<file path="src/rtl/uart_tx_ctrl_if.sv">
// uart_tx_ctrl_if: host-side word handshake for the UART transmit sequencer
interface uart_tx_ctrl_if #(
    parameter int FRAME_WIDTH = 8
);
    logic [FRAME_WIDTH-1:0] tx_data;
    logic                   tx_valid;
    logic                   tx_ready;
    modport master (output tx_data, tx_valid, input tx_ready);
    modport slave  (input tx_data, tx_valid, output tx_ready);
endinterface

</file>
<file path="src/rtl/uart_tx_ctrl.sv">
// uart_tx_ctrl: UART transmit sequencer, one frame per accepted word, one bit per cnt_done
module uart_tx_ctrl #(
    parameter int FRAME_WIDTH = 8,
    parameter int PARITY_EN   = 0,
    parameter int PARITY_ODD  = 0,
    parameter int STOP_BITS   = 1
) (
    input  logic          clk,
    input  logic          rst_n,
    uart_tx_ctrl_if.slave host,
    input  logic          cnt_done,
    output logic          cnt_en,
    output logic          tx,
    output logic          tx_busy,
    output logic          tx_done
);
    localparam int IW = $clog2(FRAME_WIDTH + 1);
    localparam logic [2:0] IDLE = 3'd0, START = 3'd1, DATA = 3'd2, PARITY = 3'd3, STOP = 3'd4;
    logic [2:0]             state;
    logic [FRAME_WIDTH-1:0] shreg;
    logic [IW-1:0]          idx;
    logic                   stop_cnt;
    logic                   par;
    logic                   last_bit;
    logic                   last_stop;
    assign last_bit  = idx == IW'(FRAME_WIDTH - 1);
    assign last_stop = stop_cnt == 1'(STOP_BITS - 1);
    always_ff @(posedge clk or negedge rst_n) begin
        if (!rst_n) begin
            state         <= IDLE;
            shreg         <= '0;
            idx           <= '0;
            stop_cnt      <= 1'b0;
            par           <= 1'b0;
            tx            <= 1'b1;
            cnt_en        <= 1'b0;
            host.tx_ready <= 1'b1;
            tx_busy       <= 1'b0;
            tx_done       <= 1'b0;
        end else begin
            tx_done <= 1'b0;
            case (state)
                IDLE: if (host.tx_valid && host.tx_ready) begin
                    shreg         <= host.tx_data;
                    par           <= ^host.tx_data ^ (PARITY_ODD != 0);
                    state         <= START;
                    tx            <= 1'b0;
                    cnt_en        <= 1'b1;
                    host.tx_ready <= 1'b0;
                    tx_busy       <= 1'b1;
                end
                START: if (cnt_done) begin
                    state <= DATA;
                    idx   <= '0;
                    tx    <= shreg[0];
                end
                DATA: if (cnt_done) begin
                    shreg <= shreg >> 1;
                    // the next line value is shreg[1] because the shift lands on this same edge
                    if (last_bit) begin
                        state    <= PARITY_EN != 0 ? PARITY : STOP;
                        tx       <= PARITY_EN != 0 ? par : 1'b1;
                        stop_cnt <= 1'b0;
                    end else begin
                        idx <= idx + 1'b1;
                        tx  <= shreg[1];
                    end
                end
                PARITY: if (cnt_done) begin
                    state    <= STOP;
                    stop_cnt <= 1'b0;
                    tx       <= 1'b1;
                end
                STOP: if (cnt_done) begin
                    if (last_stop) begin
                        state         <= IDLE;
                        cnt_en        <= 1'b0;
                        host.tx_ready <= 1'b1;
                        tx_busy       <= 1'b0;
                        tx_done       <= 1'b1;
                    end else begin
                        stop_cnt <= 1'b1;
                    end
                end
                default: state <= IDLE;
            endcase
        end
    end
endmodule

</file>
<file path="src/flat_wrapper.sv">
// flat-port wrapper written by rule: the top's interface ports become plain ports
module uart_tx_ctrl_flat 
#(
    parameter int FRAME_WIDTH = 8,
    parameter int PARITY_EN   = 0,
    parameter int PARITY_ODD  = 0,
    parameter int STOP_BITS   = 1
)
  (clk, rst_n, cnt_done, cnt_en, tx, tx_busy, tx_done, host_tx_data, host_tx_valid, host_tx_ready);
  uart_tx_ctrl_if #(.FRAME_WIDTH(FRAME_WIDTH)) host_i ();
  input  logic clk;
  input  logic rst_n;
  input  logic cnt_done;
  output logic cnt_en;
  output logic tx;
  output logic tx_busy;
  output logic tx_done;
  input wire logic [$bits(host_i.tx_data)-1:0] host_tx_data;
  input wire logic [$bits(host_i.tx_valid)-1:0] host_tx_valid;
  output wire logic [$bits(host_i.tx_ready)-1:0] host_tx_ready;
  assign host_i.tx_data = host_tx_data;
  assign host_i.tx_valid = host_tx_valid;
  assign host_tx_ready = host_i.tx_ready;
  uart_tx_ctrl #(.FRAME_WIDTH(FRAME_WIDTH), .PARITY_EN(PARITY_EN), .PARITY_ODD(PARITY_ODD), .STOP_BITS(STOP_BITS)) u_core (.clk(clk), .rst_n(rst_n), .host(host_i), .cnt_done(cnt_done), .cnt_en(cnt_en), .tx(tx), .tx_busy(tx_busy), .tx_done(tx_done));
endmodule
</file>
<file path="config.mk">
export PLATFORM = sky130hd
export DESIGN_NAME = uart_tx_ctrl_flat
export DESIGN_NICKNAME = d
export VERILOG_FILES = /design/src/rtl/uart_tx_ctrl_if.sv /design/src/rtl/uart_tx_ctrl.sv /design/src/flat_wrapper.sv
export SDC_FILE = /design/constraint.sdc
export NUM_CORES = 1
export LEC_CHECK = 0
export CAP_MARGIN = 20
export CORE_AREA = 8 8 56 58
export DETAILED_ROUTE_END_ITERATION = 16
export DIE_AREA = 0 0 64 66
export GPL_TIMING_DRIVEN = 0
export PLACE_DENSITY = 0.73
export SLEW_MARGIN = 10
export SYNTH_ARGS = -nofsm -noshare
export SYNTH_HDL_FRONTEND = slang
export SYNTH_SLANG_ARGS = --single-unit
</file>
<file path="constraint.sdc">
create_clock -name clk -period 2.7 [get_ports clk]
set_input_delay 0.54 -clock clk [delete_from_list [all_inputs] [get_ports clk]]
set_output_delay 0.54 -clock clk [all_outputs]
set_load 0.05 [all_outputs]
</file>
* After elaboration in Yosys (flattened, before gate mapping)
Index checks and enable logic that the tools add are counted.
W data, S select, Z words.
** Operators by class
- Reduce and logical (&&, ||, !) cells :: 13
- Add/subtract/negate cells :: 1
- Mux-type cells :: 37
- Eq/ne operators :: 13
** Operators by type and width (count)
- $mux W3 :: 7
- $mux W1 :: 18
- $mux W8 :: 2
- $pmux W8 S2 :: 1
- $pmux W3 S5 :: 1
- $mux W4 :: 3
- $ne A2 B2 Y1 const B :: 6
- $reduce_and A5 Y1 :: 2
- $pmux W4 S2 :: 1
- $reduce_and A4 Y1 :: 2
- $reduce_and A7 Y1 :: 1
- $eq A3 B2 Y1 const B :: 2
- $reduce_bool A2 Y1 :: 3
- $add A4 B1 Y4 const B :: 1
- $eq A4 B3 Y1 const B :: 1
- $ne A2 B1 Y1 const B :: 2
- $pmux W1 S2 :: 2
- $pmux W1 S4 :: 1
- $reduce_bool A4 Y1 :: 1
- $eq A3 B1 Y1 const B :: 1
- $eq A3 B3 Y1 const B :: 1
- $logic_not A3 Y1 :: 1
- $pmux W1 S3 :: 1
- $reduce_and A3 Y1 :: 1
- other kinds (2) :: 2
** Word-level totals
- Word-level logic and storage cells :: 72
- Register bits after elaboration :: 20
- Output and inout bits :: 5
- Input bits :: 12

* Logic depth before layout (Yosys ltp)
- Depth in word-level cells :: 4
- Gate-level depth with buffers :: 5

* Least setup slack after synthesis
Ideal clock, no wire load.
- Path type :: register to register
- Start point :: register u_core.host.tx_ready
- End point :: register u_core.shreg[0]
- Data arrival time :: 1.598 ns
- Stages on the path, launching flop included :: 4
- Library setup time :: 0.125 ns
- Clock period less this slack :: 1.722 ns
- Setup slack :: 0.978 ns
- Cells stage by stage :: dfstp_2 > nand3b_4 > a211oi_4 > mux2_2
** On the way
- Longest elaborated chain between the ends :: 3
** Ends and longest elaborated chain
- start, declared :: RTL line uart_tx_ctrl_if.sv:9 : modport slave (input tx_data, tx_valid, output tx_ready);
- start signal, assigned :: RTL line uart_tx_ctrl.sv:37 : host.tx_ready <= 1'b1;
- start signal, assigned :: RTL line uart_tx_ctrl.sv:49 : host.tx_ready <= 1'b0;
- start signal, assigned :: RTL line uart_tx_ctrl.sv:78 : host.tx_ready <= 1'b1;
- $logic_and A1 B1 Y1 :: RTL line uart_tx_ctrl.sv:43 : IDLE: if (host.tx_valid && host.tx_ready) begin
- $ne A2 B1 Y1 (no source line)
- $reduce_and A3 Y1 (no source line)
- end signal, assigned :: RTL line uart_tx_ctrl.sv:44 : shreg <= host.tx_data;
- end signal, assigned :: RTL line uart_tx_ctrl.sv:58 : shreg <= shreg >> 1;
- end, declared :: RTL line uart_tx_ctrl.sv:20 : logic [FRAME_WIDTH-1:0] shreg;
Every way passes these cells.
A chain may end at the register's enable or synchronous reset.

* Final worst setup path
- Start point :: register u_core.host.tx_ready
- End point :: output port host_tx_ready
** RTL lines
- end, declared :: RTL line flat_wrapper.sv:20 : output wire logic [$bits(host_i.tx_ready)-1:0] host_tx_ready;
No word-level cell between the ends.

==> impl_metrics.ini <==
[cts]
cts_tree = built
clk_latency_ps = 300
post-cts-setup-buffer-count = 0
cts_resized = 0
numCtsBuffers = 3
clkSinkCount = 19
holdBufCountCts = 0
clockBufferDepth = 2
clkTransAtPathRegs_ps = 100
cts_root_buf = clkbuf_4
htree_num_levels = 1

[placement]
portBuffers = 16
dp_hpwl_um = 1650
place.gp.congestion = 0.746
placed_area_um2 = 1290
pre_cts_ws_ps = 479

[flow_run]
max_cap_violations = 0

[global_routing]
grt_pass1_wl_um = 4080
first_global_vias = 929
antenna_found_initial = 0
overflow = 0
globalRouteTotalUtil_pct = 12.0
grt_max_degree = 20

[floorplan]
fp.dieH_um = 66
die-width_um = 64
die-area_um2 = 4220
rows = 18
core-area_um2 = 2320
io_pins = 17
start_util_pct = 47.2

[power]
switching_power_mw = 0.447
peakVddDrop_mv = 0.556
sw_frac_of_total_pct = 37.2
p_comb_share_pct = 48.3
p_clk_share_pct = 12.1
p_total_mw = 1.20
p_per_area_nw_per_um2 = 911
p_int_mw = 0.755
p_seq_share_pct = 39.6
p_leak_nw = 0.534

[yosys]
synth_top_area_share_pct = 38.8
synth_edf_count = 0
synth.distinct_cells = 37
synth_top_cell_by_area = dfrtp_1
synth.area.mux_share_pct = 14.4
yosys.area_share.adder_pct = 1.14
ys_ff_latch = 19
synthTopCellsByArea = dfrtp_1 (39%), mux2_2 (14%), dfstp_2 (4.8%)
synth_area_per_cell_um2 = 11.2
synth-seq-area-share_pct = 43.6
synth.most_common_cell = dfrtp_1
synthSimpleGateAreaFrac_pct = 17.4
ys_warn_count = 0
synthXorXnorAreaFrac_pct = 0
synth-compound-area-share_pct = 17.2
async_flop_share_pct = 100
synth_common_cells = dfrtp_1 (17), mux2_2 (14), nand2_1 (8), o21ai_0 (8), inv_1 (4)
synth_flop_cell = dfrtp_1
synth_nets = 111
netlist_area_um2 = 1100
netlist_instances = 98
synth_top_family_by_area = simple AND/OR/NAND/NOR gates

[finish]
drive_gt1_share_pct = 26.3
nets = 132
synthToLayoutAreaGrowth_pct = 20.4
fin_area_um2 = 1320
n_antenna_cell = 0
nFillCells = 196

[timing]
fin_skew_ps = 4.09
setup_viol_count_final = 0
finalWorstSetupSlack_ps = 429
slew_headroom_pct = 41.3
worst_pin_slew_ps = 878
rsz0062_at_grt = no
period_needed_ps = 2270
drv_slew = 0
post-route-period-util_pct = 84.1
max_freq_mhz = 440
hold_viol_final = 0
holdWs_ps = 514
final.setup.tns_ps = 0

[setup_path]
path_class = register to primary output
cp_num_buf_inv = 1
crit_chain = clkdlybuf4s50_1
cp-end-kind = primary output
path_max_fanout = 6
worstSetupStartpointType = register
slowest_stage = clkdlybuf4s50_1
crit_path_max_incr_delay_ps = 820
required_ps = 2160
crit_family = buffers and inverters
crit_arrival_ps = 1730

[drt]
drc = 0
wl_um = 2230
via_count = 823
routedWlPerCell_um = 15.0
drt_iter0_markers = 29
vias_per_cell = 5.56
antenna_left = 0
drtPass1Iterations = 4

[hold_path]
hold_path.class = register to register

[run_status]
outcome = completed
power groups by stage:
stage	sequential [mW]	combinational (mW)	clock, mW
floorplan	0.501	0.420	0
global placement	0.475	0.562	0
detailed placement	0.484	0.585	0
CTS	0.477	0.590	0.156
global route	0.492	0.644	0.165
finish	0.476	0.581	0.145
state kept, by name, summed over array words and instances, names as in the netlist:
signal,count
u_core.cnt_en,1
u_core.state,3
u_core.tx,1
u_core.host.tx_ready,1
u_core.tx_done,1
u_core.shreg,8
u_core.idx,4
cells by family after synthesis:
logic type,Yosys count
AOI/OAI and AO/OA,26
and+or+nand+nor,27
adders and majority gates,1
muxes,14
buffers and inverters,11
DFF,19
layout by cell type, fill, tap and decap left out, types with 3 or more instances in the layout:
| master | instances |
|---|---|
| nor2b_1 | 3 |
| o21ai_0 | 8 |
| clkbuf_4 | 3 |
| clkbuf_1 | 3 |
| nand2_1 | 8 |
| clkdlybuf4s50_1 | 16 |
| buf_6 | 3 |
| a21oi_1 | 3 |
| dfrtp_1 | 17 |
| inv_1 | 4 |
| mux2_2 | 14 |
routing by layer:
metal / routed length, µm / track usage, % / up-vias
li1: - / - / 395
met1: 959 / 13.5 / 410
met2: 1160 / 21.1 / 13
met3: 69 / 2.88 / 5
met4: 38 / 5.29 / 0
met5: 0 / 0 / -
per-stage QoR:
stage / util [%] / instances
floorplan: - / 98
global placement: 55.8 / 144
detailed placement: 55.8 / 144
CTS: 56.9 / 148
global route: 56.9 / 148
finish: 56.9 / 148
path summary, 6_finish.rpt:
check | from | endpoint | slack [ps] | cells past startpoint
setup / recovery | u_core.host.tx_ready | host_tx_ready | 430 | 1
hold / removal | u_core.shreg[5] | u_core.shreg[5] | 510 | 1
setup reg to reg | u_core.state[0] | u_core.shreg[4] | 990 | 4
hold reg to reg | u_core.shreg[5] | u_core.shreg[5] | 510 | 1
max in group asynchronous | rst_n | u_core.shreg[5] | 1440 | 1
min in group asynchronous | rst_n | u_core.idx[3] | 730 | 1
cell type report:
cell class / count / area, µm² / share of cell area, %
Multi-Input combinational cell: 68 / 549 / 41.6
Sequential cell: 19 / 478 / 36.2
Timing Repair Buffer: 16 / 160 / 12.1
Buffer: 7 / 53.8 / 4.08
Tap cell: 30 / 37.5 / 2.84
Clock buffer: 4 / 26.3 / 1.99
Inverter: 4 / 15.0 / 1.14
Note: power is estimated with default switching activity, not from simulation.
